**src/rtl/sys_block_param.sv**
```systemverilog
// System/ID register block on Wishbone: ID constants, scratchpads,
// synchronised status inputs, control outputs, uptime and error counters.
module sys_block_param #(
  parameter logic [31:0] BOARD_ID    = 32'h0,
  parameter logic [31:0] REV_MAJ     = 32'h0,
  parameter logic [31:0] REV_MIN     = 32'h0,
  parameter logic [31:0] REV_RCS     = 32'h0,
  parameter int          N_SCRATCH   = 4,
  parameter int          N_IN        = 8,
  parameter int          N_OUT       = 8,
  parameter int          SYNC_STAGES = 2,
  parameter logic [31:0] REGOUT_RST  = 32'h0
) (
  input  logic                  wb_clk_i,
  input  logic                  wb_rst_i,
  input  logic                  wb_cyc_i,
  input  logic                  wb_stb_i,
  input  logic                  wb_we_i,
  input  logic [3:0]            wb_sel_i,
  input  logic [31:0]           wb_adr_i,
  input  logic [31:0]           wb_dat_i,
  output logic [31:0]           wb_dat_o,
  output logic                  wb_ack_o,
  output logic                  wb_err_o,
  input  logic [32*N_IN-1:0]    regin,
  output logic [32*N_OUT-1:0]   regout,
  output logic [N_OUT-1:0]      regout_we
);

  logic [5:0]  w;
  logic [31:0] wi;
  logic        unused_adr;
  logic        req;
  logic        hit;
  logic [31:0] rdata;

  logic [31:0]         scratch [N_SCRATCH];
  logic [63:0]         up_q;
  logic [31:0]         up_hi_q;
  logic [31:0]         err_cnt_q;
  logic [32*N_IN-1:0]  sync_q [SYNC_STAGES];
  logic [32*N_IN-1:0]  regin_s;
  logic [32*N_OUT-1:0] regout_q;

  assign w          = wb_adr_i[7:2];
  assign wi         = {26'd0, w};
  assign unused_adr = ^{wb_adr_i[31:8], wb_adr_i[1:0]};
  assign req        = wb_cyc_i & wb_stb_i & ~wb_ack_o & ~wb_err_o;
  assign regin_s    = sync_q[SYNC_STAGES-1];
  assign regout     = regout_q;

  function automatic logic [31:0] merge(
    input logic [31:0] old,
    input logic [31:0] d,
    input logic [3:0]  sel
  );
    logic [31:0] r;
    r = old;
    for (int b = 0; b < 4; b++)
      if (sel[b]) r[8*b +: 8] = d[8*b +: 8];
    return r;
  endfunction

  always_comb begin
    hit   = 1'b0;
    rdata = '0;
    if (wi <= 32'd6) begin
      hit = 1'b1;
      case (w)
        6'd0:    rdata = BOARD_ID;
        6'd1:    rdata = REV_MAJ;
        6'd2:    rdata = REV_MIN;
        6'd3:    rdata = REV_RCS;
        6'd4:    rdata = up_q[31:0];
        6'd5:    rdata = up_hi_q;
        6'd6:    rdata = err_cnt_q;
        default: rdata = '0;
      endcase
    end
    for (int k = 0; k < N_SCRATCH; k++)
      if (wi == 32'(8 + k)) begin
        hit   = 1'b1;
        rdata = scratch[k];
      end
    for (int k = 0; k < N_IN; k++)
      if (wi == 32'(16 + k)) begin
        hit   = 1'b1;
        rdata = regin_s[32*k +: 32];
      end
    for (int k = 0; k < N_OUT; k++)
      if (wi == 32'(32 + k)) begin
        hit   = 1'b1;
        rdata = regout_q[32*k +: 32];
      end
  end

  always_ff @(posedge wb_clk_i or posedge wb_rst_i) begin
    if (wb_rst_i) begin
      wb_ack_o <= 1'b0;
      wb_err_o <= 1'b0;
      wb_dat_o <= '0;
    end else begin
      wb_ack_o <= req & hit;
      wb_err_o <= req & ~hit;
      if (req && !hit)
        wb_dat_o <= '0;
      else if (req && !wb_we_i)
        wb_dat_o <= rdata;
    end
  end

  // HI shadow is captured with the LO read so a 64-bit read is atomic
  always_ff @(posedge wb_clk_i or posedge wb_rst_i) begin
    if (wb_rst_i) begin
      up_q    <= '0;
      up_hi_q <= '0;
    end else begin
      if (req && wb_we_i && w == 6'd4)
        up_q <= '0;
      else
        up_q <= up_q + 64'd1;
      if (req && !wb_we_i && w == 6'd4)
        up_hi_q <= up_q[63:32];
    end
  end

  always_ff @(posedge wb_clk_i or posedge wb_rst_i) begin
    if (wb_rst_i)
      err_cnt_q <= '0;
    else if (req && !hit) begin
      if (err_cnt_q != '1)
        err_cnt_q <= err_cnt_q + 32'd1;
    end else if (req && wb_we_i && w == 6'd6)
      err_cnt_q <= '0;
  end

  always_ff @(posedge wb_clk_i or posedge wb_rst_i) begin
    if (wb_rst_i) begin
      for (int k = 0; k < N_SCRATCH; k++)
        scratch[k] <= '0;
    end else if (req && wb_we_i) begin
      for (int k = 0; k < N_SCRATCH; k++)
        if (wi == 32'(8 + k))
          scratch[k] <= merge(scratch[k], wb_dat_i, wb_sel_i);
    end
  end

  always_ff @(posedge wb_clk_i or posedge wb_rst_i) begin
    if (wb_rst_i) begin
      regout_q  <= {N_OUT{REGOUT_RST}};
      regout_we <= '0;
    end else begin
      for (int k = 0; k < N_OUT; k++) begin
        regout_we[k] <= 1'b0;
        if (req && wb_we_i && wi == 32'(32 + k)) begin
          regout_we[k]       <= 1'b1;
          regout_q[32*k +: 32] <=
            merge(regout_q[32*k +: 32], wb_dat_i, wb_sel_i);
        end
      end
    end
  end

  always_ff @(posedge wb_clk_i or posedge wb_rst_i) begin
    if (wb_rst_i) begin
      for (int s = 0; s < SYNC_STAGES; s++)
        sync_q[s] <= '0;
    end else begin
      sync_q[0] <= regin;
      for (int s = 1; s < SYNC_STAGES; s++)
        sync_q[s] <= sync_q[s-1];
    end
  end

endmodule

```
**config.mk**
```make
export PLATFORM = sky130hd
export DESIGN_NAME = sys_block_param
export DESIGN_NICKNAME = d
export VERILOG_FILES = /design/src/rtl/sys_block_param.sv
export SDC_FILE = /design/constraint.sdc
export NUM_CORES = 2
export LEC_CHECK = 0
export ABC_AREA = 0
export CAP_MARGIN = 20
export CORE_UTILIZATION = 49
export CTS_CLUSTER_SIZE = 10
export DETAILED_ROUTE_END_ITERATION = 10
export PLACE_DENSITY = 0.81
export SETUP_SLACK_MARGIN = 0.1
export SLEW_MARGIN = 20
export SYNTH_ARGS = -nofsm -noshare
export SYNTH_HDL_FRONTEND = slang
export SYNTH_SLANG_ARGS = --single-unit
```
**constraint.sdc**
```tcl
create_clock -name wb_clk_i -period 31.7 [get_ports wb_clk_i]
set_input_delay 3.17 -clock wb_clk_i [delete_from_list [all_inputs] [get_ports wb_clk_i]]
set_output_delay 3.17 -clock wb_clk_i [all_outputs]
set_load 0.1 [all_outputs]
```
# Word-level counts from Yosys, hierarchy flattened
# Cells that the tools add are included.
[word_totals] ff_bits=1066 in_bits=329 output_inout_bits=298 word_cells=217
[classes] addsub=2 magnitude_cmp=1 n_eq_ne=25 n_mux=57 n_bitwise=8 reduce_logical=67
[ops] cell="32-bit 2-to-1 mux" n=26
[ops] cell="32-bit case mux with 3 select lines" n=1
[ops] cell="2-bit AND reduction" n=33
[ops] cell="64-bit by 1-bit adder with 64-bit output (second input constant)" n=1
[ops] cell="64-bit 2-to-1 mux" n=1
[ops] cell="6-bit by 5-bit equality test with 1-bit output (second input constant)" n=8
[ops] cell="6-bit equality test (second input constant)" n=8
[ops] cell="3-bit AND reduction" n=16
[ops] cell="32-bit by 1-bit adder with 32-bit output (second input constant)" n=1
[ops] cell="32-bit != test (second input constant)" n=1
[ops] cell="1-bit 2-to-1 mux" n=29
[ops] cell="6-bit by 4-bit equality test with 1-bit output (second input constant)" n=4
[ops] cell="6-bit by 3-bit equality test with 1-bit output (second input constant)" n=3
[ops] cell="1-bit logical AND" n=14
[ops] cell="6-bit by 3-bit less-or-equal comparator with 1-bit output (second input constant)" n=1
[ops] cell="1-bit bitwise AND" n=5
[ops] cell="2-bit nonzero test" n=2
[ops] cell="1-bit NOT" n=3
[ops] cell="1-bit zero test" n=2
[ops] cell="2-bit by 1-bit != test with 1-bit output (second input constant)" n=1

# Longest topological paths before layout
[depth] depth_word=26 depth_mapped=11 ltp_nobuf=7

# Worst setup path after synthesis
# OpenSTA, ideal clock, no wires.
[synth_timing] path_type="input-to-reg" from="input port wb_adr_i[2]" to="register regout_q[136] (netlist: regout[136])" setup_time_ns=0.126 t_arrival_ns=5.044 required_ns=31.574 slack_ns=26.530 stages=7 n_path_buf=3 cell_sequence="buf_2 > buf_2 > nor4b_2 > nand2_1 > clkbuf_1 > nor2_2 > mux2_2"
[synth_via] elab_chain_len=3
[synth_lines] item="start: declaration" line="20" rtl="input logic [31:0] wb_adr_i,"
[synth_lines] item="6-bit equality test" line="155" rtl="if (req && wb_we_i && wi == 32'(32 + k)) begin"
[synth_lines] item="1-bit logical AND" line="155"
[synth_lines] item="2-bit AND reduction (no line)"
[synth_lines] item="end signal: assignment" line="150" rtl="regout_q <= {N_OUT{REGOUT_RST}};"
[synth_lines] item="end signal: indexed assignment" line="157" rtl="regout_q[32*k +: 32] <="
[synth_lines] item="end: declaration" line="43" rtl="logic [32*N_OUT-1:0] regout_q;"
# No other way between the ends.
# A chain may end at the register's enable or synchronous reset.

# Final worst setup path
[layout_timing] from="input port wb_adr_i[2]" to="register wb_dat_o[10]"
[layout_via] elab_chain_len=25 word_cells_on_any_way=72
[layout_lines] item="6-bit by 3-bit less-or-equal comparator with 1-bit output / 6-bit by 3-bit equality test with 1-bit output (equally long branches)" line="67, 69"
[layout_lines] item="1-bit 2-to-1 mux / 32-bit case mux with 3 select lines (equally long branches)" line="67, 69"
[layout_lines] item="1-bit 2-to-1 mux / 32-bit 2-to-1 mux (equally long branches)" line="81, 67"
[layout_lines] item="1-bit 2-to-1 mux / 32-bit 2-to-1 mux (equally long branches) (3 in series)" line="81" rtl="if (wi == 32'(8 + k)) begin"
[layout_lines] item="1-bit 2-to-1 mux / 32-bit 2-to-1 mux (equally long branches)" line="86, 81"
[layout_lines] item="1-bit 2-to-1 mux / 32-bit 2-to-1 mux (equally long branches) (7 in series)" line="86" rtl="if (wi == 32'(16 + k)) begin"
[layout_lines] item="1-bit 2-to-1 mux / 32-bit 2-to-1 mux (equally long branches)" line="91, 86"
[layout_lines] item="1-bit 2-to-1 mux / 32-bit 2-to-1 mux (equally long branches) (7 in series)" line="91" rtl="if (wi == 32'(32 + k)) begin"
[layout_lines] item="1-bit zero test / 32-bit 2-to-1 mux (equally long branches)" line="105, 91"
[layout_lines] item="1-bit logical AND / 32-bit 2-to-1 mux (equally long branches)" line="105, 107"
[layout_lines] item="32-bit 2-to-1 mux / 2-bit nonzero test (equally long branches)"
[layout_lines] item="end signal: assignment" line="108" rtl="wb_dat_o <= rdata;"
[layout_lines] item="end: declaration" line="22" rtl="output logic [31:0] wb_dat_o,"
# Several ways; a longest one is shown, not always the timed one. The select of a mux whose other input is x is not followed.

==> run_results.csv <==
group,metric,value,unit
status,status,"complete, no violations",
logic_synthesis,synth_xor_area_share,1.428,%
sta,fin_hold_ws,337.7,ps
placed_design,portBuffers,600,
setup_path,cp-end-kind,"flop",
floorplanning,num_rows,105,
power,switching_power,828.9,µW
detailed_routing,dr.pass1.iters,9,
power,power_density,58.51,nW/µm²
sta,finalHoldViolCount,0,
setup_path,path_cells,"buf_4 -> buf_4 -> buf_4 -> nand2_1 -> or3_1 -> buf_4 -> o221ai_1 -> nor2_1 -> a211oi_1 -> o31ai_1",
setup_path,r2r_start,"wb_err_o",
grt,first_global_vias,31990,
sta,period_share,22.45,%
final_layout,area_growth,25.97,%
detailed_routing,drc_errors,0,
detailed_routing,wl_per_cell,34.37,µm
logic_synthesis,synth_fa_ha_area_share,0.06090,%
logic_synthesis,synth-seq-area-share,64.92,%
logic_synthesis,ys_types,76,
power,p_leak,22.46,nW
logic_synthesis,synth.largest_area_cell,"dfrtp_1",
logic_synthesis,synthMuxAreaShare,12.19,%
logic_synthesis,ys_warn_count,0,
setup_path,critPathLaunchType,"primary input",
grt,use_met1,48.40,%
clock_tree,cts.sinks,1066,
final_layout,nFillCells,6061,
logic_synthesis,ys.flop_type,"dfrtp_1",
logic_synthesis,synth.avg_cell_area,12.99,µm²
min_path,min-delay-start,"sync_q[318]",
sta,rsz0062_at_grt,"false",
floorplanning,die_w,291.6,µm
final_layout,regArea,26680,µm²
detailed_routing,route.vias.total,32820,
logic_synthesis,synth_top_family_by_area,"multiplexers",
logic_synthesis,synth-simple-area-share,8.109,%
sta,slew_viol_final,0,
logic_synthesis,syn_area,41090,µm²
grt,grt_use_met2,55.85,%
grt,grt_use_met3,15.25,%
floorplanning,dieArea,85020,µm²
power,irDropWorstVdd,0.06017,mV
setup_path,path_common_cell,"buf_4",
detailed_routing,dr.first_iter.drc_count,5060,
clock_tree,cts.path.max_buffers,3,
power,combPwrFrac,9.9,%
setup_path,worstPathMaxFanout,42,
clock_tree,root_buffer,"clkbuf_16",
min_path,hold_path_class,"flop to flop",
clock_tree,path_clk_slew,60,ps
sta,tns,0,ps
clock_tree,cts.htree.levels,3,
grt,grtUsageTotal,38.56,%
job,cap_violations,0,
setup_path,regToRegSetupSlack,28050,ps
setup_path,crit_start,"wb_adr_i[2]",
detailed_routing,wirelength,167.8,mm
clock_tree,cts_tree,"built",
logic_synthesis,ys_seq_elements,1066,
placed_design,place.gp.congestion,1.010,
grt,antenna_found_initial,41,
grt,grt_first_pass_wirelength,234.0,mm
power,clkPwrFrac,40.7,%
logic_synthesis,synth_area_leaders,"dfrtp_1 (65%), mux2_2 (12%), nor2_1 (2.4%)",
power,seqPwrFrac,49.5,%
clock_tree,cts_hold_buffers,0,
clock_tree,cts_buffers,118,
logic_synthesis,synth_compound_area_share,11.07,%
logic_synthesis,synth_nets,3495,
clock_tree,post_cts_resized,0,
clock_tree,clk-insertion-delay-late,770,ps
power,p_int,2.200,mW
detailed_routing,drt-vias-per-instance,6.724,
sta,worst_slew_margin_rel,14.86,%
grt,grt_max_degree,195,
logic_synthesis,synth.top_cells.by_count,"dfrtp_1 (1066), mux2_2 (427), nor2_1 (258)",
setup_path,cp_slowest_cell,"a211oi_1",
sta,finClkSkew,119.7,ps
logic_synthesis,synth_top_area_share,64.92,%
power,p_sw_share,27.37,%
clock_tree,cts_setup_buffers,0,
setup_path,arrival,7710,ps
floorplanning,core,82500,µm²
setup_path,required,32290,ps
detailed_routing,final_antenna_net_count,0,
final_layout,drive_gt1_share,18.72,%
placed_design,hpwl,114.0,mm
sta,fmax,140.5,MHz
floorplanning,initial_core_util,49.81,%
logic_synthesis,synth_cells,3164,
setup_path,path_class,"primary input to flop",
final_layout,multi_input_area,13670,µm²
setup_path,critPathMaxStageDelay,1030,ps
logic_synthesis,async_reset_ff_share,100.0,%
floorplanning,die_h,291.6,µm
power,total_power,3.028,mW
logic_synthesis,yosysMostFrequentCell,"dfrtp_1",
floorplanning,ioPinCount,627,
sta,fin_crit,7118,ps
sta,setup_viol,0,
sta,max_slew.worst_pin.slew,1272,ps
final_layout,nNetsFinal,4089,
grt,globalRouteOverflowTotal,0,
logic_synthesis,synth_edf_count,0,
grt,grt.busiest_layer,"met2",
cell usage in the layout (no fill, tap or decap), drive strengths merged, types with 20 or more instances in the layout:
master,count
clkdlybuf4s50,594
buf,73
a211oi,31
nand2,153
xnor2,44
mux2i,20
or3,20
nand4,25
xor2,23
a221oi,70
a22oi,91
a21oi,111
nor3,49
nand3,67
inv,35
o221ai,37
clkbuf,131
diode,34
o31ai,22
nor2,281
dfrtp,1066
o21ai,130
mux2,427
o22ai,35
nor4,28
layout make-up:
cell class / count / share of cell area (%)
tap: 1070 / 2.586
timing repair buffer: 668 / 12.73
clock buffer: 130 / 5.869
multi-input combinational: 1866 / 26.40
inverter: 38 / 0.2828
antenna: 34 / 0.1644
clock inverter: 9 / 0.4303
sequential: 1066 / 51.54
worst max-delay path: cells and delay by family:
kind,cells,cell delay [ps]
AOI/OAI and AO/OA,3,1490
buffers and inverters,4,1760
and+or+nand+nor,3,1210
kinds of logic after synthesis:
group | after synthesis
compound gates | 654
buf+inv | 232
simple gates | 696
fa+ha+maj | 2
mux | 447
xor+xnor | 67
flops | 1066
power groups by stage:
stage | clock (mW) | combinational [mW] | sequential (mW)
detailed placement | 0 | 0.289 | 1.51
CTS | 1.22 | 0.292 | 1.49
floorplan | 0 | 0.0991 | 1.57
global placement | 0 | 0.285 | 1.51
finish | 1.23 | 0.299 | 1.50
global route | 1.28 | 0.311 | 1.50
metrics by stage:
| step | setup WS, ps | util, % | cell area (µm²) | std cells |
|---|---|---|---|---|
| final | 24580 | 62.74 | 51760 | 4881 |
| after floorplan | 13830 | - | 41100 | 3164 |
| after detailed placement | 24240 | 58.58 | 48330 | 4706 |
| after global routing | 24640 | 62.73 | 51750 | 4877 |
| after CTS | 24930 | 62.53 | 51590 | 4845 |
| after global placement | 24280 | 58.57 | 48320 | 4706 |
path summary, 6_finish.rpt:
check                               end  cells past startpoint
hold reg to reg             regin_s[62]                      0
setup reg to reg            scratch[73]                      5
hold / removal              regin_s[62]                      0
setup / recovery           wb_dat_o[10]                     10
min in group asynchronous   sync_q[363]                      3
max in group asynchronous   regout[226]                      7
metal layers:
metal  up-vias  wire, µm
met5         -       383
met4        18     13810
met3       734     23760
met2      2911     72010
met1     16480     57820
li1      12670         -
flip-flops by register name (all words and copies together) (netlist names):
register   flops
regin_s      256
regout       256
sync_q       256
scratch      128
up_q          64
err_cnt_q     32
up_hi_q       32
wb_dat_o      32
regout_we      8
wb_ack_o       1
wb_err_o       1
No activity file was read; power rests on OpenSTA's default activity.
